`config.mk`:
```
export PLATFORM = sky130hd
export DESIGN_NAME = pipe_stage_skid
export DESIGN_NICKNAME = d
export VERILOG_FILES = /design/src/rtl/pipe_stage_skid.sv
export SDC_FILE = /design/constraint.sdc
export NUM_CORES = 1
export LEC_CHECK = 0
export BUFFER_PORTS_ARGS = -buffer_cell sky130_fd_sc_hd__buf_2
export CAP_MARGIN = 20
export CORE_ASPECT_RATIO = 1.2
export CORE_MARGIN = 3
export CORE_UTILIZATION = 37
export DETAILED_ROUTE_END_ITERATION = 8
export PLACE_DENSITY = 0.64
export SETUP_SLACK_MARGIN = 0.5
export SLEW_MARGIN = 20
export SYNTH_ARGS = -nofsm -noshare
export SYNTH_HDL_FRONTEND = slang
export SYNTH_SLANG_ARGS = --single-unit
```
`constraint.sdc`:
```
create_clock -name clk -period 3.4 [get_ports clk]
set_clock_uncertainty 0.2 [all_clocks]
set_input_delay 0.85 -clock clk [delete_from_list [all_inputs] [get_ports clk]]
set_output_delay 0.85 -clock clk [all_outputs]
set_load 0.005 [all_outputs]
```
`src/rtl/pipe_stage_skid.sv`:
```
// One-entry skid-buffered pipeline stage with valid/ready handshake.
// A separate hold/flush control bus stalls the stage or replaces it with a bubble.
module pipe_stage_skid #(
  parameter int unsigned             WIDTH     = 32,
  parameter logic [WIDTH-1:0]        RESET_VAL = '0,
  parameter logic [WIDTH-1:0]        NOP_VAL   = '0,
  parameter int unsigned             HOLD_W    = 3
) (
  input  logic              clk,
  input  logic              rst,
  input  logic [HOLD_W-1:0] hold_flag,
  input  logic              in_valid,
  output logic              in_ready,
  input  logic [WIDTH-1:0]  in_data,
  output logic              out_valid,
  input  logic              out_ready,
  output logic [WIDTH-1:0]  out_data,
  output logic [1:0]        occupancy
);

  localparam logic [HOLD_W-1:0] CODE_FLUSH = HOLD_W'(1);
  localparam logic [HOLD_W-1:0] CODE_HOLD  = HOLD_W'(2);

  logic             flush;
  logic             hold;
  logic             acc;
  logic             emit;

  logic [WIDTH-1:0] main_d_reg, main_d_next;
  logic             main_v_reg, main_v_next;
  logic [WIDTH-1:0] skid_d_reg, skid_d_next;
  logic             skid_v_reg, skid_v_next;
  logic [1:0]       occ_reg, occ_next;

  assign flush     = (hold_flag == CODE_FLUSH);
  assign hold      = (hold_flag == CODE_HOLD);
  assign in_ready  = !skid_v_reg && !flush && !hold;
  assign out_valid = main_v_reg && !flush && !hold;
  assign acc       = in_valid && in_ready;
  assign emit      = out_valid && out_ready;

  assign out_data  = main_d_reg;
  assign occupancy = occ_reg;

  always_comb begin
    main_d_next = main_d_reg;
    main_v_next = main_v_reg;
    skid_d_next = skid_d_reg;
    skid_v_next = skid_v_reg;

    if (flush) begin
      // Bubble insertion: skid payload is left in place but marked invalid.
      main_v_next = 1'b0;
      skid_v_next = 1'b0;
      main_d_next = NOP_VAL;
    end else if (!hold) begin
      if (!main_v_reg) begin
        if (acc) begin
          main_d_next = in_data;
          main_v_next = 1'b1;
        end
      end else if (!skid_v_reg) begin
        if (emit && acc) begin
          main_d_next = in_data;
        end else if (emit) begin
          main_v_next = 1'b0;
        end else if (acc) begin
          skid_d_next = in_data;
          skid_v_next = 1'b1;
        end
      end else if (emit) begin
        // Skid full means in_ready is low, so only a refill from skid happens.
        main_d_next = skid_d_reg;
        skid_v_next = 1'b0;
      end
    end

    occ_next = {1'b0, main_v_next} + {1'b0, skid_v_next};
  end

  always_ff @(posedge clk or negedge rst) begin
    if (!rst) begin
      main_d_reg <= RESET_VAL;
      main_v_reg <= 1'b0;
      skid_d_reg <= RESET_VAL;
      skid_v_reg <= 1'b0;
      occ_reg    <= 2'd0;
    end else begin
      main_d_reg <= main_d_next;
      main_v_reg <= main_v_next;
      skid_d_reg <= skid_d_next;
      skid_v_reg <= skid_v_next;
      occ_reg    <= occ_next;
    end
  end

endmodule

```
After elaboration in Yosys (flattened, before gate mapping)
Index checks and enable logic that the tools add are counted.
W data, S select, Z words.

cells by class
  add/sub/neg operators = 1
  equal/unequal tests = 5
  mux-type cells = 20
  bitwise logic cells = 5
  reduce and logical (&&, ||, !) cells = 13

operators with widths
  operator              number
  $mux W32              7
  $mux W1               13
  $logic_and A1 B1 Y1   7
  $reduce_and A7 Y1     1
  $not A1 Y1            5
  $ne A4 B2 Y1 const B  1
  $ne A4 B4 Y1 const B  1
  $reduce_and A4 Y1     1
  $eq A3 B1 Y1 const B  1
  $eq A3 B2 Y1 const B  1
  $logic_not A1 Y1      3
  $reduce_bool A3 Y1    1
  $add A1 B1 Y2         1
  $ne A2 B2 Y1 const B  1

storage, ports and cells
  bits in registers = 68
  input bits = 39
  output and inout bits = 36
  word-level logic and storage cells = 49

Logic depth before layout (Yosys ltp)
Gate-level depths: netlist of the first run.

  word-level depth = 13
  gate-level depth with buffers = 6
  depth with buffers taken out = 4

Worst setup path before layout of the first run
OpenSTA, ideal clock, no wires.

  kind = input to output
  start = in hold_flag[2]
  end = out in_ready
  data arrival time = 1565 ps
  data required time = 2350 ps
  path slack = 785 ps
  stages = 3
  path buffers = 1
  cells stage by stage = nor3b_2 > clkbuf_1 > nor3_1

between the ends
  cells in the longest elaborated chain, start to end = 4
  elaborated cells on any way between the ends = 6
  those cells by class = eq/ne: 2; reduce/logical: 4

RTL lines
  item                     line  source
  start, declared          11    input logic [HOLD_W-1:0] hold_flag,
  $eq A3 B1 Y1             35    assign flush = (hold_flag == CODE_FLUSH);
  $logic_not A1 Y1         37    assign in_ready = !skid_v_reg && !flush && !hold;
  $logic_and A1 B1 Y1      37
  $logic_and A1 B1 Y1 (*)  37
  end, declared            13    output logic in_ready,

Every way passes the cells marked *; elsewhere a longest branch is shown, timed or not.

Final worst setup path of the first run
  start = in hold_flag[2]
  end = out out_valid

between the ends
  cells in the longest elaborated chain, start to end = 4
  elaborated cells on any way between the ends = 6
  those cells by class = eq/ne: 2; reduce/logical: 4

RTL lines
  item                     line  source
  $eq A3 B1 Y1             35
  $logic_not A1 Y1         38    assign out_valid = main_v_reg && !flush && !hold;
  $logic_and A1 B1 Y1      38
  $logic_and A1 B1 Y1 (*)  38
  end, declared            15    output logic out_valid,

Marked as above.

==> results of run 1 <==
-- per-layer routing --
layer,wire length [um],GRT usage,part of all wire,vias up
met3,417,0.0394,0.053,7
met1,3660,0.216,0.47,1238
li1,-,-,-,1161
met4,80,0.0528,0.010,0
met5,0,0,0,-
met2,3690,0.241,0.47,56
-- logic make-up (layout without fill, tap and decap cells) --
group           after synthesis  count (layout)  share of synthesized area
simple gates                 45              45                     0.0615
compound gates               68              68                      0.193
fa+ha+maj                     1               1                    0.00368
flops                        68              68                      0.501
mux                          65              65                      0.203
buf+inv                      24             100                     0.0372
-- cell usage after synthesis --
master    number
nor3_1         1
a311oi_1       1
clkbuf_1      12
a21oi_1        1
dfrtp_1       68
mux2_1        32
o211ai_2      30
nor3b_1        1
ha_1           1
o21ai_1        1
nand4_1        1
buf_2          2
mux2i_1       33
buf_1          4
o211ai_1      34
or4_1          1
nand2b_1       1
nor3b_2        1
nand2_1       34
a31oi_1        1
buf_4          3
buf_6          3
or3b_1         2
nor2b_1        2
and3_1         1
-- final cells by class --
class | instances | share of cell area
clock buffer | 12 | 0.0353
timing repair buffer | 84 | 0.108
multi-input combinational | 179 | 0.389
clock inverter | 4 | 0.0177
tap | 117 | 0.0356
sequential | 68 | 0.414
-- per-stage QoR --
step	power, uW	std cells
4_1_cts	3380	464
5_1_grt	3560	464
3_5_place_dp	2630	448
2_1_floorplan	2190	271
6_report	3340	464
3_3_place_gp	2580	448
-- worst max-delay path: stages --
cell and delay (ns):
buf_2 0.13, or3b_1 0.46, and3_1 0.22, buf_2 0.12
-- final timing paths --
kind	slack (ns)	start	to
worst max register to register	1.17	main_v_reg$_DFF_PN0_	skid_d_reg[11]$_DFFE_PN0P_
min in group asynchronous	0.30	rst	out_data[20]$_DFFE_PN0P_
worst min register to register	0.29	skid_d_reg[14]$_DFFE_PN0P_	skid_d_reg[14]$_DFFE_PN0P_
max in group asynchronous	1.95	rst	skid_d_reg[29]$_DFFE_PN0P_
worst min-delay path	0.29	skid_d_reg[14]$_DFFE_PN0P_	skid_d_reg[14]$_DFFE_PN0P_
worst max-delay path	0.57	hold_flag[2]	out_valid
-- power breakdown --
part           leakage [uW]  internal, uW  switching, uW
Sequential         0.000837          1190            261
Combinational       0.00108           590            553
Clock              0.000107           433            310
==> flow_summary.ini, run 1 <==
[synthesis]
mappedNetlistNets = 311
mappedNetlistArea_sq_um = 3400
synth.lib_cells_used.distinct = 25
count_of_state_elements_after_synthesis = 68
ys_warn_count = 0
seq_area_frac_synth = 0.501
avgSynthCellArea_sq_um = 12.5
yosys.area.top_type = dfrtp_1
postSynthCellCount = 271
yosys-top-cells-area = dfrtp_1, o211ai_2, mux2_1
synth_top_area_share = 0.501

[global_route]
grt_antenna_before_repair = 0
grt_overflow_total = 0
grt_first_pass_wirelength_mm = 12.9
grt_max_degree = 34
track_usage = 0.157
grt_pass1_vias = 2469

[worst_hold_path]
worstHoldPathType = flop to flop
worstHoldPathCells = 1

[flow_run]
maxCapViolCount = 0

[run_status]
outcome = finished clean

[worst_setup_path]
worst-setup-path-type = input pin to output pin
critical_path_arrival_ns = 1.78
cp.required_ns = 2.35
rr_worst_depth = 5
critical_path.startpoint_type = input pin
setup.worst_path.end_class = output pin
worst_path_maximum_fanout = 5

[sta]
final_hold_viol_count = 0
timing.hold.ws_ns = 0.293
setup_tns_ns = 0
setup_slack_ns = 0.572
final_min_period_over_clock_period = 0.832
max_clock_freq_ghz = 0.354
grt_setup_unrepaired = false
final_max_slew_viol_count = 0
min_period_ns = 2.83
tightestPinTransition_ns = 1.06
max_slew_margin = 0.292
report.final.setup_viol = 0

[cts]
numCtsBuffers = 9
cts_tree = built
clock-root-buffer = clkbuf_8
cts-htree-levels = 3
number_of_gates_resized_after_cts = 0
clock_tree_buf_depth = 2
clock_sink_count = 68
postCtsHoldBufs = 0
worstSkewPairLatency_ns = 0.34
cts_post_setup_buffers_inserted = 0
clk_transition_reported_paths_ns = 0.07

[die]
die_h_um = 111
row_count = 37
start_util = 0.388
design.core.area_sq_um = 8750
floorplan.die.width_um = 93.5
die_area_sq_um = 10400
io_pins = 75

[placed_design]
place.detailed.hpwl_mm = 5.08
place_area_sq_um = 3890
pre_cts_ws_ns = 0.500
io_buffers = 74
routability_driven_placement_congestion_ratio = 0.748

[route]
detailroute.via_count = 2462
detail_route.drc_violations = 0
drt_wl_total_mm = 7.85
detail_route.wl_per_cell_um = 16.9
drt_pre_antenna_iters = 6
detailedRoute.firstIterationViolations = 103
routed_via_density = 5.31
ant_nets = 0

[final_layout]
ff_latch_area_sq_um = 1700
antenna_cells = 0
post_route_cells_drive_above_1_share = 0.383
syn_to_final_growth_pct = 21.0
multi_input_area_sq_um = 1600
post-route-cell-area_sq_um = 4110
final_core_util = 0.470
fillCellCount = 834
net_count_final = 382
layout_common_cells = buf_2, dfrtp_1, o211ai_1
leading_cell_type_in_the_layout_fill_and_taps_excluded = buf_2

[power_and_ir_drop]
power_density_nw_per_um2 = 812
cellLeakagePower_uw = 0.00202
vdd_ir_drop_max_mv = 0.317
No activity file was read; power rests on OpenSTA's default activity.
==> run 2, diff against run 1 <==
==> constraint.sdc (replaced) <==
create_clock -name clk -period 2.9 [get_ports clk]
set_clock_uncertainty 0.2 [all_clocks]
set_input_delay 0.725 -clock clk [delete_from_list [all_inputs] [get_ports clk]]
set_output_delay 0.725 -clock clk [all_outputs]
set_load 0.005 [all_outputs]
==> flow_summary.ini, run 2 (synthesized netlist as in run 1, its figures left out) <==
[sta]
timing.hold.ws_ns = 0.191
final_max_slew_viol_count = 0
setup_tns_ns = 0
final_min_period_over_clock_period = 0.838
max_slew_margin = 0.615
min_period_ns = 2.43
max_clock_freq_ghz = 0.412
report.final.setup_viol = 0
tightestPinTransition_ns = 0.576
grt_setup_unrepaired = true
final_hold_viol_count = 0

[worst_setup_path]
worst_r2r_startpoint = main_v_reg$_DFF_PN0_
critical_path.max_stage_delay_ns = 0.38
critical_path_arrival_ns = 1.50
timing.critical_path.from = hold_flag[2]
kind_of_cell_adding_the_most_delay_to_the_critical_path = simple AND/OR/NAND/NOR gates
setup.worst_path.end_class = output pin
worst-setup-path-type = input pin to output pin
worst-path-buf-inv = 2
critical_path.cell_chain = buf_8 > or3b_4 > and3_4 > buf_6
cp.required_ns = 1.98
critical-path-slowest-cell = or3b_4
worst_path_maximum_fanout = 4
critical_path.startpoint_type = input pin

[power_and_ir_drop]
power.switching_fraction = 0.339
power_switching_uw = 1310
cellLeakagePower_uw = 0.00205
cellInternalPower_uw = 2550
power.sequential.fraction = 0.438
clock_power_share = 0.205
power_density_nw_per_um2 = 922
vdd_ir_drop_max_mv = 0.393
comb_power_share = 0.357
fin_total_pwr_uw = 3870

[final_layout]
ff_latch_area_sq_um = 1700
multi_input_area_sq_um = 1610
post-route-cell-area_sq_um = 4190
post_route_cells_drive_above_1_share = 0.405
fin_cells = 468
net_count_final = 386
fillCellCount = 805
layout_common_cells = buf_2, dfrtp_1, o211ai_1
syn_to_final_growth_pct = 23.5
antenna_cells = 0
leading_cell_type_in_the_layout_fill_and_taps_excluded = buf_2

[route]
routed_via_density = 5.32
ant_nets = 0
drt_pre_antenna_iters = 4
detailedRoute.firstIterationViolations = 78
drt_wl_total_mm = 7.97
detail_route.wl_per_cell_um = 17.0
detailroute.via_count = 2490
detail_route.drc_violations = 0

[die]
start_util = 0.388
die_h_um = 111
design.core.area_sq_um = 8750
row_count = 37
die_area_sq_um = 10400
io_pins = 75
floorplan.die.width_um = 93.5

[placed_design]
place.detailed.hpwl_mm = 5.27
io_buffers = 74
dpl.cell_count = 448
routability_driven_placement_congestion_ratio = 0.700
place_area_sq_um = 3920

[cts]
clk_transition_reported_paths_ns = 0.07
clock-root-buffer = clkbuf_8
cts-htree-levels = 3
clock_sink_count = 68
clock_tree_buf_depth = 2
numCtsBuffers = 9
postCtsHoldBufs = 0
cts_tree = built
worstSkewPairLatency_ns = 0.34

[global_route]
grt_pass1_vias = 2639
grt_max_degree = 69
track_usage = 0.162
grt_antenna_before_repair = 0
grt_overflow_total = 0
grt_first_pass_wirelength_mm = 13.1

[run_status]
outcome = finished clean

[flow_run]
maxCapViolCount = 0

[worst_hold_path]
worstHoldPathType = input pin to asynchronous set/reset pin
run 2: cell types whose count changed in the layout (fill, tap and decap cells not counted), moves of 2 or more:
cell | before | now
buf_2 | 74 | 70
buf_6 | 0 | 3
buf_12 | 0 | 2
buf_4 | 10 | 12
or3b_1 | 2 | 0
or3b_4 | 0 | 2
run 2: final timing paths:
check                      depth (start not counted)  slack [ns]                    endpoint
min in group clk                                   1        0.29  skid_d_reg[14]$_DFFE_PN0P_
setup / recovery                                   4        0.47                   out_valid
hold reg to reg                                    1        0.29  skid_d_reg[14]$_DFFE_PN0P_
hold / removal                                     2        0.19  skid_d_reg[20]$_DFFE_PN0P_
max in group asynchronous                          2        1.99     out_data[7]$_DFFE_PN0P_
setup reg to reg                                   5        0.75  skid_d_reg[29]$_DFFE_PN0P_
run 2: layout make-up:
| class | count | share of cell area |
|---|---|---|
| clock buffer | 12 | 0.0370 |
| sequential | 68 | 0.406 |
| clock inverter | 4 | 0.0113 |
| multi-input combinational | 179 | 0.385 |
| tap | 117 | 0.0349 |
| timing repair buffer | 88 | 0.126 |
run 2: repair_timing:
action | CTS | global route
pin swaps | 4 | 2
setup endpoints to repair | 2 | 2
gates resized for setup | 7 | 4
buffers inserted | 3 | 1
endpoints found under the hold margin | 0 | 0
run 2: per-layer routing:
layer / track usage / part of all wire / vias to the layer above
li1: - / - / 1166
met1: 0.204 / 0.42 / 1255
met2: 0.263 / 0.51 / 60
met3: 0.0346 / 0.053 / 9
met4: 0.0723 / 0.015 / 0
met5: 0 / 0 / -
run 2: power groups by stage:
stage / sequential [uW] / combinational, uW / clock (uW)
after global placement: 1690 / 1350 / 0
final: 1700 / 1380 / 792
after CTS: 1700 / 1410 / 821
after floorplan: 1660 / 908 / 0
after detailed placement: 1710 / 1400 / 0
after global routing: 1760 / 1530 / 865
run 2: through the flow:
step | setup WS, ns | utilization
2_1_floorplan | 0.535 | -
3_3_place_gp | 0.310 | 0.448
3_5_place_dp | 0.288 | 0.448
4_1_cts | 0.416 | 0.476
5_1_grt | 0.457 | 0.479
6_report | 0.471 | 0.479
==> run 3, diff against run 2 <==
--- a/config.mk
+++ b/config.mk
@@ -5,13 +5,14 @@
 export SDC_FILE = /design/constraint.sdc
 export NUM_CORES = 1
 export LEC_CHECK = 0
+export ABC_AREA = 1
 export BUFFER_PORTS_ARGS = -buffer_cell sky130_fd_sc_hd__buf_2
 export CAP_MARGIN = 20
 export CORE_ASPECT_RATIO = 1.2
 export CORE_MARGIN = 3
 export CORE_UTILIZATION = 37
 export DETAILED_ROUTE_END_ITERATION = 8
-export PLACE_DENSITY = 0.64
+export PLACE_DENSITY = 0.67
 export SETUP_SLACK_MARGIN = 0.5
 export SLEW_MARGIN = 20
 export SYNTH_ARGS = -nofsm -noshare
==> constraint.sdc (replaced) <==
create_clock -name clk -period 2.1 [get_ports clk]
set_clock_uncertainty 0.2 [all_clocks]
set_input_delay 0.525 -clock clk [delete_from_list [all_inputs] [get_ports clk]]
set_output_delay 0.525 -clock clk [all_outputs]
set_load 0.005 [all_outputs]
==> flow_summary.ini, run 3 <==
[sta]
max_slew_margin = 0.710
tightestPinTransition_ns = 0.436
grt_setup_unrepaired = true
max_clock_freq_ghz = 0.523
final_min_period_over_clock_period = 0.910
final_max_slew_viol_count = 0
setup_slack_ns = 0.190
min_period_ns = 1.91
timing.hold.ws_ns = 0.245
final_hold_viol_count = 0
report.final.setup_viol = 0

[synthesis]
mappedNetlistNets = 417
ys_async_sr_fraction = 1.00
postSynthCellCount = 377
count_of_state_elements_after_synthesis = 68
yosys.cell_count.top_type = nand2_1
mappedNetlistArea_sq_um = 3160
commonest_cells_in_the_synthesized_netlist = nand2_1, dfrtp_1, inv_1
avgSynthCellArea_sq_um = 8.37
ys_dominant_reg_cell = dfrtp_1
synth_top_area_share = 0.539
ys_warn_count = 0
yosys-top-cells-area = dfrtp_1, nand2_1, a211oi_1
synth.lib_cells_used.distinct = 20
seq_area_frac_synth = 0.539
yosys.area.top_type = dfrtp_1
synth-edff-count = 0

[route]
routed_via_density = 4.84
detail_route.drc_violations = 0
detailroute.via_count = 2961
drt_pre_antenna_iters = 4
detailedRoute.firstIterationViolations = 174
detail_route.wl_per_cell_um = 14.5
ant_nets = 0
drt_wl_total_mm = 8.90

[power_and_ir_drop]
vdd_ir_drop_max_mv = 0.567
cellLeakagePower_uw = 0.00252
power_density_nw_per_um2 = 1340

[global_route]
grt_overflow_total = 0
grt_max_degree = 65
grt_antenna_before_repair = 0
grt_first_pass_wirelength_mm = 14.1
grt_pass1_vias = 2825
track_usage = 0.185

[worst_setup_path]
critical-path-slowest-cell = nand3b_1
worst-path-buf-inv = 5
setup.worst_path.end_class = flop
worst-setup-path-type = input pin to flop
worst_path_maximum_fanout = 8
critical_path.startpoint_type = input pin
kind_of_cell_adding_the_most_delay_to_the_critical_path = buffers and inverters
critical_path.max_stage_delay_ns = 0.19
critical_path.cell_chain = buf_6 > nand3b_1 > buf_4 > nand4_1 > buf_4 > a21boi_4 > nand2_4 > buf_12 > buf_16 > nand2_4 > nand2_2
cp.required_ns = 2.12
critical_path_arrival_ns = 1.93

[die]
io_pins = 75
start_util = 0.385
row_count = 36
die_area_sq_um = 9680
design.core.area_sq_um = 8200
floorplan.die.width_um = 90.3
die_h_um = 107

[final_layout]
post_route_cells_drive_above_1_share = 0.404
net_count_final = 533
leading_cell_type_in_the_layout_fill_and_taps_excluded = nand2_1
fin_cells = 612
post-route-cell-area_sq_um = 4720
antenna_cells = 0
ff_latch_area_sq_um = 1700
syn_to_final_growth_pct = 49.4
layout_common_cells = nand2_1, buf_2, dfrtp_1
multi_input_area_sq_um = 1400
fillCellCount = 753

[cts]
cts_tree = built
clock_sink_count = 68
clock-root-buffer = clkbuf_8
clk_transition_reported_paths_ns = 0.07
clock_tree_buf_depth = 2
numCtsBuffers = 9
worstSkewPairLatency_ns = 0.33
cts-htree-levels = 3

[run_status]
outcome = finished clean

[worst_hold_path]
worstHoldPathType = input pin to flop

[flow_run]
maxCapViolCount = 0

[placed_design]
io_buffers = 74
place.detailed.hpwl_mm = 4.83
pre_cts_ws_ns = -0.0307
dpl.cell_count = 550
routability_driven_placement_congestion_ratio = 0.789
place_area_sq_um = 3720
[run 3: power by group]
group          leakage [uW]  switching (uW)  internal [uW]
Sequential         0.000845             344           1930
Combinational       0.00156            1350           1490
Clock              0.000107             485            701
Total               0.00252            2180           4130
[run 3: final cells by class]
cell class / count / share of cell area
inverter: 39 / 0.0316
timing repair buffer: 129 / 0.235
multi-input combinational: 246 / 0.296
sequential: 68 / 0.361
clock buffer: 12 / 0.0308
clock inverter: 4 / 0.0154
tap: 114 / 0.0302
[run 3: path summary, 6_finish.rpt]
path / cells after the start / slack (ns) / to / start
max: 11 / 0.19 / out_data[8]$_DFFE_PN0P_ / hold_flag[2]
min: 3 / 0.25 / skid_d_reg[3]$_DFFE_PN0P_ / in_data[3]
max reg2reg: 9 / 0.27 / out_data[8]$_DFFE_PN0P_ / skid_v_reg$_DFF_PN0_
min reg2reg: 2 / 0.28 / out_data[2]$_DFFE_PN0P_ / out_data[2]$_DFFE_PN0P_
max in group asynchronous: 3 / 0.68 / out_data[10]$_DFFE_PN0P_ / rst
min in group asynchronous: 2 / 0.47 / skid_d_reg[11]$_DFFE_PN0P_ / rst
[run 3: kinds of logic after synthesis]
logic type      count (synthesis)  synth area share
flops                          68             0.539
fa+ha+maj                       1           0.00396
buf+inv                        63            0.0880
simple gates                  178             0.235
compound gates                 67             0.134
[run 3: per-layer routing]
layer  track usage  part of all wire  up-vias
li1              -                 -     1458
met1         0.244              0.42     1403
met2         0.305              0.51       94
met3        0.0449             0.061        6
met4        0.0503            0.0065        0
met5             0                 0        -
[run 3: worst register-to-register path, delay by kind of cell, from the launching register on]
kind,cells,cell delay [ns]
compound gates,1,0.18
buf+inv,4,0.57
flops,1,0.41
simple gates,4,0.37
[run 3: repair_timing]
| action | CTS | global route |
|---|---|---|
| pin swaps | 22 | 21 |
| setup buffers | 13 | 24 |
| endpoints found under the hold margin | 31 | 0 |
| setup endpoints to repair | 41 | 98 |
| resized for setup | 47 | 20 |
| cloned | 8 | 0 |
| hold buffers | 1 | 0 |
[run 3: through the flow]
stage,util,setup TNS (ns),total power (uW)
floorplan,-,0,3350
CTS,0.542,0,5960
finish,0.575,0,6310
global placement,0.453,0,3970
global route,0.575,0,6750
detailed placement,0.453,-0.0782,4040
